**config.mk**
```make
export PLATFORM = sky130hd
export DESIGN_NAME = data_mem_responder
export DESIGN_NICKNAME = d
export VERILOG_FILES = /design/src/rtl/mips_pkg.sv /design/src/rtl/word_ram.sv /design/src/rtl/data_mem_responder.sv
export SDC_FILE = /design/constraint.sdc
export NUM_CORES = 2
export LEC_CHECK = 0
export ABC_CLOCK_PERIOD_IN_PS = 4000
export CAP_MARGIN = 20
export CORE_AREA = 2 2 442 444
export CTS_CLUSTER_SIZE = 16
export DETAILED_ROUTE_END_ITERATION = 12
export DIE_AREA = 0 0 444 446
export PLACE_DENSITY = 0.75
export SLEW_MARGIN = 20
export SYNTH_ARGS = -nofsm -noshare
export SYNTH_HDL_FRONTEND = slang
export SYNTH_HIERARCHICAL = 1
export SYNTH_SLANG_ARGS = --single-unit
```
**constraint.sdc**
```tcl
create_clock -name clk -period 4 [get_ports clk]
set_clock_uncertainty 0.2 [all_clocks]
set_input_delay 0.4 -clock clk [delete_from_list [all_inputs] [get_ports clk]]
set_output_delay 0.4 -clock clk [all_outputs]
set_load 0.02 [all_outputs]
```
**src/rtl/mips_pkg.sv**
```systemverilog
// Shared constants and state encoding for the data memory responder.
package mips_pkg;

  localparam int WORD_W = 32;

  typedef enum logic [1:0] {
    IDLE = 2'd0,
    WAIT = 2'd1,
    RESP = 2'd2
  } respState_t;

endpackage

```
**src/rtl/word_ram.sv**
```systemverilog
// Word storage: one synchronous write port, one combinational read port,
// and a synchronous clear of every word while rst is high.
module word_ram
  import mips_pkg::*;
#(
  parameter  int DEPTH  = 64,
  localparam int ADDR_W = $clog2(DEPTH)
) (
  input  logic              clk,
  input  logic              rst,
  input  logic              wrEn,
  input  logic [ADDR_W-1:0] wrAddr,
  input  logic [WORD_W-1:0] wrData,
  input  logic [ADDR_W-1:0] rdAddr,
  output logic [WORD_W-1:0] rdData
);

  logic [WORD_W-1:0] mem [DEPTH];

  always_ff @(posedge clk) begin
    if (rst) begin
      for (int i = 0; i < DEPTH; i++) begin
        mem[i] <= '0;
      end
    end else if (wrEn) begin
      mem[wrAddr] <= wrData;
    end
  end

  assign rdData = mem[rdAddr];

endmodule

```
**src/rtl/data_mem_responder.sv**
```systemverilog
// Single-outstanding word memory responder with fixed response latency
// and alignment/range checking of byte addresses.
//
// state | meaning
// IDLE  | ready for a request; req_ready=1
// WAIT  | request captured, counting down the latency
// RESP  | one-cycle response strobe on resp_valid
module data_mem_responder
  import mips_pkg::*;
#(
  parameter int DEPTH   = 64,
  parameter int LATENCY = 2
) (
  input  logic              clk,
  input  logic              rst,
  input  logic              req_valid,
  output logic              req_ready,
  input  logic              req_write,
  input  logic [WORD_W-1:0] req_addr,
  input  logic [WORD_W-1:0] req_wdata,
  output logic              resp_valid,
  output logic [WORD_W-1:0] resp_rdata,
  output logic              resp_err
);

  localparam int               ADDR_W     = $clog2(DEPTH);
  localparam logic [3:0]       CNT_INIT   = (LATENCY > 0) ? 4'(LATENCY - 1) : 4'd0;
  localparam logic [WORD_W-1:0] ADDR_LIMIT = WORD_W'(DEPTH * 4);

  respState_t        state;
  logic [3:0]        cnt;
  logic              capWrite;
  logic [WORD_W-1:0] capAddr;
  logic [WORD_W-1:0] capWdata;

  logic              accept;
  logic              goResp;
  logic              curWrite;
  logic              curErr;
  logic              ramWe;
  logic [WORD_W-1:0] curAddr;
  logic [WORD_W-1:0] curWdata;
  logic [WORD_W-1:0] ramRdata;
  logic [ADDR_W-1:0] curIdx;

  assign req_ready = (state == IDLE);
  assign accept    = req_valid && req_ready;

  // With LATENCY=0 the transaction enters RESP on the accepting edge,
  // before the capture registers hold it, so decode from the live inputs.
  assign curWrite = (state == IDLE) ? req_write : capWrite;
  assign curAddr  = (state == IDLE) ? req_addr  : capAddr;
  assign curWdata = (state == IDLE) ? req_wdata : capWdata;

  assign goResp = (accept && (LATENCY == 0)) || ((state == WAIT) && (cnt == 4'd0));
  assign curErr = (curAddr[1:0] != 2'b00) || (curAddr >= ADDR_LIMIT);
  assign curIdx = curAddr[ADDR_W+1:2];
  assign ramWe  = goResp && curWrite && !curErr;

  word_ram #(
    .DEPTH(DEPTH)
  ) uRam (
    .clk   (clk),
    .rst   (rst),
    .wrEn  (ramWe),
    .wrAddr(curIdx),
    .wrData(curWdata),
    .rdAddr(curIdx),
    .rdData(ramRdata)
  );

  always_ff @(posedge clk) begin
    if (rst) begin
      state      <= IDLE;
      cnt        <= '0;
      capWrite   <= 1'b0;
      capAddr    <= '0;
      capWdata   <= '0;
      resp_valid <= 1'b0;
      resp_rdata <= '0;
      resp_err   <= 1'b0;
    end else begin
      resp_valid <= 1'b0;
      resp_rdata <= '0;
      resp_err   <= 1'b0;
      if (goResp) begin
        resp_valid <= 1'b1;
        resp_err   <= curErr;
        resp_rdata <= (curWrite || curErr) ? '0 : ramRdata;
      end
      unique case (state)
        IDLE: begin
          if (accept) begin
            capWrite <= req_write;
            capAddr  <= req_addr;
            capWdata <= req_wdata;
            cnt      <= CNT_INIT;
            state    <= (LATENCY == 0) ? RESP : WAIT;
          end
        end
        WAIT: begin
          if (cnt == 4'd0) begin
            state <= RESP;
          end else begin
            cnt <= cnt - 4'd1;
          end
        end
        RESP:    state <= IDLE;
        default: state <= IDLE;
      endcase
    end
  end

endmodule

```
==> run metrics <==
outcome=finished, final reports clean; Final Hold Fails=0; Initial Util=0.498; Final Max Tran Viols=0; Pleak=41.1 nW; Overflow after GRT=0; first-pass GRT wire length=399 mm; EDFF count, synth=2048; CP Max Fanout=19; commonest non-fill, non-tap cell in the layout=and2_1; Worst Reg2Reg Path Length in Cells=10; area post-placement=105000 sq um; DR vias/cell=6.18; #FFs+latches synth=2153; RSZ-0062 raised after global routing=true; drt drc=0; FF+latch area=63600 sq um; io pins=103; die span in x=444 um; Post-synth top flop=edfxtp_1; Core Rows=162; routed wire length=278 mm; wire per inst=29.7 um; die footprint=198000 sq um; sequential area share after synthesis=0.660; Finished Cell Area=112000 sq um; Tightest Hold Check Type=primary input to flop; Clk pin slew, worst setup/hold paths=0.06 ns; synthesized area per cell=15.3 sq um; max cap viols=0; CTS tree=yes; largest net degree at the start of global routing=86; post-route minimum period=3.97 ns; DRT Pass-1 Iters=7; initial antenna violation count=13; die outline height=446 um; drt first-iter violations=8191; Fmax=252 MHz; most frequent cells in the layout=and2_1, edfxtp_1, mux4_2; global placer's final weighted congestion=0.972; vias in the first global route=57600; Tot GR Track Use=0.279; Final WS setup=0.0272 ns; Post-synth ARST share=0; Crit. End Element=flop; PwrDens=469 nW/um^2; HPWL after DPL=177 mm; total power=0.0527 W; clock root cell=clkbuf_16; core area=194000 sq um; Rel. slew slack=0.150; Multi-input gate area=30500 sq um; final setup fails=0; port bufs=102; syn nets=6379; nets@finish=6702; Post CTS Setup Buffer Count=0; crit path DAT=4.55 ns; CP startpoint kind=flop; CTS Buffer Depth=3; Synth Cell Area=96300 sq um; Mapped Cells=6309; unique cell type count in the Yosys netlist=54; Post-DRT Antenna Nets=0; VDD IR max=538 uV; Num CTS Buffers=209; via count=57800; htree depth=4; setup_tns=0 ns; pre-CTS setup slack=-0.552 ns; Final Cycle Share=0.993; area growth from synthesis to layout=16.7%; hold depth=4; ratio of cells with drive above 1 in the final layout=0.237; Worst Tran Pin Value=1.26 ns; Skew-Pair Late Insertion Delay=0.87 ns; worst path required time=4.58 ns; Fin Hold WS=0.0535 ns; fill cell count=13900; kind of critical path=flop to flop; YS warnings=6; Sink Count=2153
synthesized netlist by cell type, drive strengths merged (3+ instances only):
| cell | count | share of area |
|---|---|---|
| buf | 135 | 0.0082 |
| a31oi | 5 | 0.00032 |
| o22a | 19 | 0.0017 |
| a22o | 15 | 0.0014 |
| a211oi | 20 | 0.0016 |
| nor3 | 53 | 0.0028 |
| nand3b | 8 | 0.00062 |
| nor2 | 107 | 0.0042 |
| nand2 | 155 | 0.0060 |
| inv | 4 | 0.00016 |
| and2 | 2052 | 0.13 |
| nor2b | 29 | 0.0019 |
| mux2 | 42 | 0.0049 |
| edfxtp | 2048 | 0.64 |
| o221ai | 6 | 0.00055 |
| mux4 | 515 | 0.12 |
| o21ai | 21 | 0.0011 |
| nor4 | 29 | 0.0020 |
| nor3b | 3 | 0.00023 |
| a21oi | 93 | 0.0048 |
| or4 | 7 | 0.00055 |
| clkbuf | 502 | 0.020 |
| and3 | 33 | 0.0022 |
| a221oi | 20 | 0.0019 |
| o22ai | 125 | 0.0081 |
| nand2b | 13 | 0.00084 |
| a22oi | 33 | 0.0026 |
| mux2i | 8 | 0.00083 |
| dfxtp | 105 | 0.022 |
| nand4 | 3 | 0.00019 |
| or2 | 69 | 0.0045 |
| nand3 | 13 | 0.00068 |
state kept, by name, summed over array words and instances, names as in the netlist:
| name | flops |
|---|---|
| uRam/mem | 2048 |
| capAddr | 32 |
| capWdata | 32 |
| resp_rdata | 32 |
| cnt | 4 |
| state | 2 |
| capWrite | 1 |
| resp_err | 1 |
| resp_valid | 1 |
final cells by class:
cell class / count / area share
Multi-Input combinational cell: 3515 / 0.271
Tap cell: 2542 / 0.0283
Clock buffer: 259 / 0.0492
Timing Repair Buffer: 749 / 0.0740
Antenna cell: 4 / 0.0000891
Sequential cell: 2153 / 0.566
Inverter: 4 / 0.000134
Clock inverter: 127 / 0.0110
path summary, 6_finish.rpt:
kind	slack (ns)	startpoint	end
hold reg to reg	0.25	capAddr[12]	capAddr[12]
setup / recovery	0.03	state[1]	resp_rdata[22]
setup reg to reg	0.03	state[1]	resp_rdata[22]
hold / removal	0.05	req_addr[8]	capAddr[8]
logic make-up after synthesis:
group	Yosys count	synth area share
and+or+nand+nor	2584	0.161
DFF	2153	0.660
buffers and inverters	641	0.0279
muxes	565	0.126
AOI/OAI and AO/OA	362	0.0245
xor gates and xnor gates	2	0.000182
adders and majority gates	2	0.000260
metrics by stage:
stage                     cells   util
after floorplan            6309      -
after global placement     8897  0.541
after detailed placement   8899  0.541
after CTS                  9345  0.579
after global routing       9350  0.581
final                      9353  0.581
worst max-delay path, cell delays in order (launching register included):
cell and delay (ns):
dfxtp_1 0.34, nor2_4 0.14, buf_4 0.25, mux2_2 0.56, buf_4 0.32, nand3b_1 0.19, buf_12 0.18, o22ai_1 0.24
nor4_2 0.99, o22a_1 0.24, and3_1 0.20
layer usage:
metal	GRT usage	routed length (um)	vias to the layer above
li1	-	-	23800
met1	0.374	98800	29400
met2	0.431	128000	3907
met3	0.0640	35400	630
met4	0.144	15700	4
met5	0	31	-
timing repair:
action,4_1_cts,5_1_grt
hold endpoints to repair,60,0
gates resized for setup,0,40
endpoints found under the setup margin,0,2855
hold buffers,60,0
where the power goes:
group,internal [W],switching (W),total [W]
clock network,0.0110,0.00865,0.0196
registers,0.0253,0.000229,0.0256
logic,0.00280,0.00471,0.00750
total,0.0391,0.0136,0.0527
No activity file was read; power rests on OpenSTA's default activity.
